File: src/rtl/uart_tx_ctrl.sv
// UART transmit controller: serialises one accepted byte per frame as start bit,
// LSB-first data bits, optional even parity bit and stop bit on a registered line.
module uart_tx_ctrl #(
  parameter int CLKS_PER_BIT = 10,
  parameter int DATA_BITS    = 8,
  parameter int PARITY_EN    = 0
) (
  input  logic                 clk,
  input  logic                 n_rst,
  input  logic                 i_tx_valid,
  input  logic [DATA_BITS-1:0] i_tx_data,
  output logic                 o_tx_ready,
  output logic                 o_serial_out,
  output logic                 o_tx_busy,
  output logic                 o_tx_done
);

  localparam int TW = $clog2(CLKS_PER_BIT);
  localparam int BW = $clog2(DATA_BITS + 1);
  localparam logic [TW-1:0] TIMER_MAX = TW'(CLKS_PER_BIT - 1);
  localparam logic [BW-1:0] LAST_BIT  = BW'(DATA_BITS - 1);

  typedef enum logic [2:0] {
    S_IDLE   = 3'd0,
    S_START  = 3'd1,
    S_DATA   = 3'd2,
    S_PARITY = 3'd3,
    S_STOP   = 3'd4
  } state_t;

  state_t               r_state;
  state_t               w_state_nxt;
  logic [TW-1:0]        r_timer;
  logic [BW-1:0]        r_bitcnt;
  logic [DATA_BITS-1:0] r_shift;
  logic [DATA_BITS-1:0] w_shift_nxt;
  logic                 r_parity;
  logic                 r_serial;
  logic                 r_done;
  logic                 w_tick;
  logic                 w_last_bit;
  logic                 w_ready;
  logic                 w_accept;
  logic                 w_serial_nxt;

  assign w_tick     = (r_timer == TIMER_MAX);
  assign w_last_bit = (r_bitcnt == LAST_BIT);
  assign w_accept   = w_ready & i_tx_valid;

  // State register.
  // NOTE: every clocked assignment uses <= so all registers sample pre-edge values together.
  always_ff @(posedge clk or negedge n_rst) begin
    if (!n_rst) r_state <= S_IDLE;
    else        r_state <= w_state_nxt;
  end

  // Next-state logic; encodings outside the enum fall back to IDLE behaviour.
  // NOTE: defaulting w_state_nxt first keeps this block free of inferred latches.
  always_comb begin
    w_state_nxt = r_state;
    case (r_state)
      S_IDLE:   if (i_tx_valid) w_state_nxt = S_START;
      S_START:  if (w_tick) w_state_nxt = S_DATA;
      S_DATA:   if (w_tick && w_last_bit)
                  w_state_nxt = (PARITY_EN != 0) ? S_PARITY : S_STOP;
      S_PARITY: if (w_tick) w_state_nxt = S_STOP;
      S_STOP:   if (w_tick) w_state_nxt = S_IDLE;
      default:  w_state_nxt = i_tx_valid ? S_START : S_IDLE;
    endcase
  end

  always_comb begin
    w_shift_nxt = r_shift;
    if (w_accept)
      w_shift_nxt = i_tx_data;
    else if (r_state == S_DATA && w_tick)
      w_shift_nxt = {1'b0, r_shift[DATA_BITS-1:1]};
  end

  // Output decode; the line value is looked up from the state being entered so that
  // the registered pin changes on the same edge as the state.
  always_comb begin
    w_ready      = 1'b1;
    w_serial_nxt = 1'b1;
    case (r_state)
      S_START, S_DATA, S_PARITY, S_STOP: w_ready = 1'b0;
      default:                           w_ready = 1'b1;
    endcase
    case (w_state_nxt)
      S_START:  w_serial_nxt = 1'b0;
      S_DATA:   w_serial_nxt = w_shift_nxt[0];
      S_PARITY: w_serial_nxt = r_parity;
      default:  w_serial_nxt = 1'b1;
    endcase
  end

  // Datapath: bit timer, bit counter, shift register, parity, line and done pulse.
  // NOTE: the shift register and parity are reset too, so no X ever reaches the line.
  always_ff @(posedge clk or negedge n_rst) begin
    if (!n_rst) begin
      r_timer  <= '0;
      r_bitcnt <= '0;
      r_shift  <= '0;
      r_parity <= 1'b0;
      r_serial <= 1'b1;
      r_done   <= 1'b0;
    end else begin
      r_shift  <= w_shift_nxt;
      r_serial <= w_serial_nxt;
      r_done   <= (r_state == S_STOP) && w_tick;
      if (w_accept) begin
        r_timer  <= '0;
        r_bitcnt <= '0;
        r_parity <= ^i_tx_data;
      end else if (w_ready) begin
        r_timer <= '0;
      end else begin
        r_timer <= w_tick ? '0 : r_timer + 1'b1;
        if (r_state == S_DATA && w_tick) r_bitcnt <= r_bitcnt + 1'b1;
      end
    end
  end

  assign o_tx_ready   = w_ready;
  assign o_tx_busy    = ~w_ready;
  assign o_serial_out = r_serial;
  assign o_tx_done    = r_done;

endmodule

File: config.mk
export PLATFORM = sky130hd
export DESIGN_NAME = uart_tx_ctrl
export DESIGN_NICKNAME = d
export VERILOG_FILES = /design/src/rtl/uart_tx_ctrl.sv
export SDC_FILE = /design/constraint.sdc
export NUM_CORES = 1
export LEC_CHECK = 0
export ABC_CLOCK_PERIOD_IN_PS = 2200
export BUFFER_PORTS_ARGS = -buffer_cell sky130_fd_sc_hd__buf_4
export CORE_AREA = 2 2 52 54
export CTS_BUF_LIST = sky130_fd_sc_hd__clkbuf_4
export CTS_CLUSTER_DIAMETER = 80
export DETAILED_ROUTE_END_ITERATION = 10
export DIE_AREA = 0 0 54 56
export PLACE_DENSITY = 0.67
export SYNTH_ARGS = -nofsm -noshare
export SYNTH_HDL_FRONTEND = slang
export SYNTH_SLANG_ARGS = --single-unit
File: constraint.sdc
create_clock -name clk -period 2.2 [get_ports clk]
set_input_delay 0.33 -clock clk [delete_from_list [all_inputs] [get_ports clk]]
set_output_delay 0.33 -clock clk [all_outputs]
set_load 0.03 [all_outputs]
==> flow_metrics.tcl, run 1 <==
set metrics [dict create \
    rows 18 \
    clk_pin_slew_ns 0.12 \
    wire_per_inst_um 13.7 \
    coreArea_um2 2430 \
    via_per_inst 5.27 \
    wl_um 2050 \
    layout.nets 135 \
    seqPwrFrac 0.449 \
    final_cell_mix "dfrtp_1, buf_4, nor2_1" \
    fin_ws_ns 0.299 \
    grt_max_degree 23 \
    clkLatencyLatePin_ns 0.30 \
    dr.pass1.iters 6 \
    critPathLaunchType "flip-flop" \
    period_share 0.864 \
    post_cts_resized 0 \
    power_leakage_nw 0.641 \
    chipWidth_um 54 \
    fillCellCount 225 \
    worstPathRequired_ns 1.87 \
    setup_viol 0 \
    multi_input_area_um2 551 \
    place.gp.congestion 0.697 \
    ant_nets 0 \
    pre_cts_ws_ns 0.595 \
    fin_skew_ns 0.00276 \
    ir_worst_vdd_mv 0.679 \
    dp_hpwl_um 1530 \
    internal-power_w 0.000970 \
    avgSynthCellArea_um2 11.0 \
    synth_cell_types 35 \
    antenna_found_initial 0 \
    dp_cells 145 \
    cts_buffer_depth 2 \
    synth_seq_cells 22 \
    diodes 0 \
    cts_tree "built" \
    powerDensity_nw_per_um2 1210 \
    drc 0 \
    ff_latch_area_um2 552 \
    swShare 0.385 \
    synth-edff-count 0 \
    cts_sinks 22 \
    crit_type "flip-flop to primary output" \
    cap_violations 0 \
    cts_root_buf "clkbuf_4" \
    syn_nets 118 \
    final_hold_viol_count 0 \
    final_cells 150 \
    tns_ns 0 \
    crit_chain "nor3_1, nor2_1, inv_1, buf_4" \
    ys_seq_area_frac 0.480 \
    hp-class "input port to flip-flop" \
    clock.fmax_mhz 526 \
    htree_levels 1 \
    grt_usage 0.159 \
    syn_area_um2 1150 \
    ys_warn_count 0 \
    async_flop_share 1.00 \
    worst-path-buf-inv 2 \
    syn_inst 104 \
    min_period_ns 1.90 \
    grt_overflow 0 \
    status "completed" \
    p_switching_w 0.000607 \
    io_buffers 14 \
    areaGrowthSynthToFinish_pct 13.2 \
    worstPathMaxFanout 8 \
    drt_iter0_drc 10 \
    ios 15 \
    combPwrFrac 0.433 \
    layout-drive-gt1-share 0.200 \
    max_stage_delay_ns 0.47 \
    crit_arrival_ns 1.57 \
    die-area_um2 3020 \
    grt_pass1_wl_um 3520 \
    whs_ns 0.278 \
    grt_pass1_vias 766 \
    layout_commonest_cell "dfrtp_1" \
    worst_pin_slew_ns 0.454 \
    die_h_um 56 \
    slew_headroom 0.695 \
    vias 790 \
    cpLargestDelayFamily "simple AND/OR/NAND/NOR gates" \
    critPathSlowestCell "dfrtp_1" \
    start_util 0.472 \
    drv_slew 0 \
    post_cts_buffers 0 \
    ys.flop_type "dfrtp_1" \
    p_clk_frac 0.117 \
    rsz0062_at_grt "no" \
    cts_buffers 3 \
    end_kind "primary output" \
]
## cells in the mapped netlist (2+ instances only)
master / count / area share
a21o_1: 6 / 0.039
a21oi_1: 3 / 0.013
a22o_1: 7 / 0.053
and3_1: 3 / 0.016
and3b_1: 2 / 0.015
buf_6: 2 / 0.020
dfrtp_1: 21 / 0.46
ha_1: 3 / 0.033
inv_1: 5 / 0.016
nand2_1: 2 / 0.0065
nand3_1: 2 / 0.0087
nor2_1: 12 / 0.039
o211ai_1: 2 / 0.013
o21ai_0: 3 / 0.013
xnor2_1: 11 / 0.084
## power by group through the flow
stage / combinational [W] / sequential, W / clock [W]
3_3_place_gp: 0.000667 / 0.000713 / 0
6_report: 0.000683 / 0.000708 / 0.000185
2_1_floorplan: 0.000560 / 0.000692 / 0
3_5_place_dp: 0.000690 / 0.000716 / 0
4_1_cts: 0.000693 / 0.000707 / 0.000194
5_1_grt: 0.000759 / 0.000737 / 0.000213
## path summary, 6_finish.rpt
| kind | cells past startpoint | slack, ns | from | end |
|---|---|---|---|---|
| min in group asynchronous | 2 | 0.43 | n_rst | r_state[1]$_DFF_PN0_ |
| setup / recovery | 4 | 0.30 | r_state[1]$_DFF_PN0_ | o_tx_ready |
| hold reg to reg | 1 | 0.49 | r_shift[6]$_DFFE_PN0P_ | r_shift[6]$_DFFE_PN0P_ |
| setup reg to reg | 6 | 0.55 | r_timer[1]$_DFF_PN0_ | o_serial_out$_DFF_PN1_ |
| hold / removal | 2 | 0.28 | i_tx_data[7] | r_shift[7]$_DFFE_PN0P_ |
| max in group asynchronous | 2 | 1.49 | n_rst | o_serial_out$_DFF_PN1_ |
## routing by layer
| layer | up-vias | GRT usage | wire length, µm | part of all wire |
|---|---|---|---|---|
| met5 | - | 0 | 0 | 0 |
| met4 | 0 | 0.0857 | 48 | 0.023 |
| met3 | 5 | 0.0269 | 54 | 0.026 |
| met2 | 12 | 0.211 | 889 | 0.43 |
| met1 | 370 | 0.240 | 1060 | 0.52 |
| li1 | 403 | - | - | - |
## registers in the layout (all words and copies together) (netlist names)
name and count:
r_state 3, o_serial_out 1, r_parity 1, o_tx_done 1, r_timer 4, r_bitcnt 4
r_shift 8
## metrics by stage
stage / area, µm² / total power [W] / util
floorplan: 1150 / 0.00125 / -
global placement: 1260 / 0.00138 / 0.520
detailed placement: 1260 / 0.00141 / 0.520
CTS: 1300 / 0.00159 / 0.534
global route: 1300 / 0.00171 / 0.534
finish: 1300 / 0.00158 / 0.534
## logic make-up after synthesis
group | Yosys count | synth area share
xor gates and xnor gates | 12 | 0.0915
adders and majority gates | 3 | 0.0327
buffers and inverters | 8 | 0.0403
AOI/OAI and AO/OA | 29 | 0.199
and+or+nand+nor | 30 | 0.156
DFF | 22 | 0.480
## timing repair
action | CTS | global route
hold endpoints to repair | 21 | 0
setup endpoints to repair | 0 | 0
hold buffers | 1 | 0
## area by class of cell
cell class / count / share of cell area
inverter: 5 / 0.0144
multi-input combinational: 74 / 0.423
clock buffer: 3 / 0.0173
timing repair buffer: 15 / 0.0885
sequential: 22 / 0.424
clock inverter: 1 / 0.00289
tap: 30 / 0.0289
No activity file was read; power rests on OpenSTA's default activity.
==> inputs of run 2 (changes only) <==
--- a/config.mk
+++ b/config.mk
@@ -7,12 +7,13 @@
 export LEC_CHECK = 0
 export ABC_CLOCK_PERIOD_IN_PS = 2200
 export BUFFER_PORTS_ARGS = -buffer_cell sky130_fd_sc_hd__buf_4
-export CORE_AREA = 2 2 52 54
+export CAP_MARGIN = 20
+export CORE_AREA = 2 2 45 63
 export CTS_BUF_LIST = sky130_fd_sc_hd__clkbuf_4
 export CTS_CLUSTER_DIAMETER = 80
 export DETAILED_ROUTE_END_ITERATION = 10
-export DIE_AREA = 0 0 54 56
-export PLACE_DENSITY = 0.67
+export DIE_AREA = 0 0 47 65
+export PLACE_DENSITY = 0.66
 export SYNTH_ARGS = -nofsm -noshare
 export SYNTH_HDL_FRONTEND = slang
 export SYNTH_SLANG_ARGS = --single-unit
==> flow_metrics.tcl, run 2 (synthesized netlist as in run 1, its figures left out) <==
set metrics [dict create \
    ios 15 \
    worst-path-buf-inv 2 \
    top_register "r_shift" \
    fillCellCount 246 \
    cts_sinks 22 \
    ir_worst_vdd_mv 0.448 \
    layout.nets 135 \
    multi_input_area_um2 551 \
    die-area_um2 3060 \
    layout-drive-gt1-share 0.208 \
    cp_num_cells 4 \
    min_period_ns 1.84 \
    die_h_um 65 \
    crit_arrival_ns 1.51 \
    grt_overflow 0 \
    cpLargestDelayFamily "simple AND/OR/NAND/NOR gates" \
    chipWidth_um 47 \
    setup_viol 0 \
    drt_iter0_drc 14 \
    dp_hpwl_um 1590 \
    fin_ws_ns 0.362 \
    status "completed" \
    reg2reg_from "r_timer[1]$_DFF_PN0_" \
    vias 825 \
    whs_ns 0.269 \
    slew_headroom 0.740 \
    crit_type "flip-flop to primary output" \
    max_stage_delay_ns 0.48 \
    via_per_inst 5.29 \
    final_cell_mix "dfrtp_1, buf_4, nor2_1" \
    cap_violations 0 \
    worstSetupStartpoint "r_state[1]$_DFF_PN0_" \
    worstPathMaxFanout 8 \
    diodes 0 \
    cts_root_buf "clkbuf_4" \
    worst_pin_slew_ns 0.389 \
    antenna_found_initial 0 \
    largest_reg_flops 8 \
    fin_skew_ns 0.00267 \
    layout_commonest_cell "dfrtp_1" \
    place.gp.congestion 0.827 \
    largestRegisters "r_shift: 8 flops, r_bitcnt: 4 flops, r_timer: 4 flops" \
    wire_per_inst_um 13.5 \
    cts_buffers 3 \
    coreArea_um2 2530 \
    end_kind "primary output" \
    grt_pass1_vias 854 \
    min_from "i_tx_data[7]" \
    critPathSlowestCell "dfrtp_1" \
    clkLatencyLatePin_ns 0.30 \
    ff_latch_area_um2 552 \
    grt_max_degree 23 \
    final_hold_viol_count 0 \
    power_leakage_nw 0.644 \
    grt_pass1_wl_um 3710 \
    period_share 0.835 \
    final_core_util 0.518 \
    io_buffers 14 \
    clk_pin_slew_ns 0.11 \
    worstPathRequired_ns 1.87 \
    dr.pass1.iters 4 \
    drc 0 \
    clock.fmax_mhz 544 \
    power_w 0.00159 \
    grt_usage 0.167 \
    wl_um 2100 \
    drv_slew 0 \
    cts_tree "built" \
    tns_ns 0 \
    pre_cts_ws_ns 0.621 \
    hp-class "input port to flip-flop" \
    htree_levels 1 \
    hold_depth 2 \
    rows 22 \
    reg2reg_depth 6 \
    rsz0062_at_grt "no" \
    ant_nets 0 \
    cts_buffer_depth 2 \
    post_cts_buffers 0 \
    powerDensity_nw_per_um2 1210 \
    crit_chain "nor3_1, nor2_1, inv_1, buf_4" \
    critPathLaunchType "flip-flop" \
    areaGrowthSynthToFinish_pct 14.2 \
    start_util 0.454 \
]
[run 2: cell types whose count changed in the layout (fill, tap and decap cells not counted), sizes merged]
cell and change:
clkbuf +1, clkinv -1
[run 2: worst paths after layout]
kind | endpoint | slack (ns)
max | o_tx_ready | 0.36
min | r_shift[7]$_DFFE_PN0P_ | 0.27
max reg2reg | o_serial_out$_DFF_PN1_ | 0.60
min reg2reg | r_shift[5]$_DFFE_PN0P_ | 0.50
max in group asynchronous | o_serial_out$_DFF_PN1_ | 1.48
min in group asynchronous | r_timer[2]$_DFF_PN0_ | 0.44
[run 2: worst register-to-register path, cell delays in order, from the launching register on]
cell and delay (ns):
dfrtp_1 0.42, inv_1 0.06, ha_1 0.15, and3b_1 0.30, a21boi_0 0.12, o31a_1 0.33
a2bb2oi_2 0.16
[run 2: power breakdown]
part	switching (W)	internal [W]
Clock	0.000115	0.0000829
Sequential	0.000136	0.000579
Combinational	0.000349	0.000324
[run 2: layout make-up]
| cell class | instances | share of cell area |
|---|---|---|
| flip-flops and latches | 22 | 0.421 |
| inverters | 5 | 0.0143 |
| repair buffers | 15 | 0.0878 |
| clock buffers | 4 | 0.0229 |
| multi-input cells | 74 | 0.420 |
| well taps | 36 | 0.0344 |
[run 2: repair_timing]
action | in CTS | in global routing
gates resized for setup | 0 | 0
hold buffers | 1 | 0
hold endpoints to repair | 21 | 0
[run 2: per-layer routing]
metal | global-route usage | part of all wire | vias to the layer above
met3 | 0.0167 | 0.033 | 4
li1 | - | - | 399
met2 | 0.291 | 0.53 | 23
met4 | 0.0868 | 0.018 | 0
met1 | 0.189 | 0.42 | 399
met5 | 0 | 0 | -
[run 2: stage by stage]
stage / area, µm² / cells
2_1_floorplan: 1150 / 104
3_3_place_gp: 1270 / 151
5_1_grt: 1310 / 156
3_5_place_dp: 1270 / 151
4_1_cts: 1310 / 156
6_report: 1310 / 156
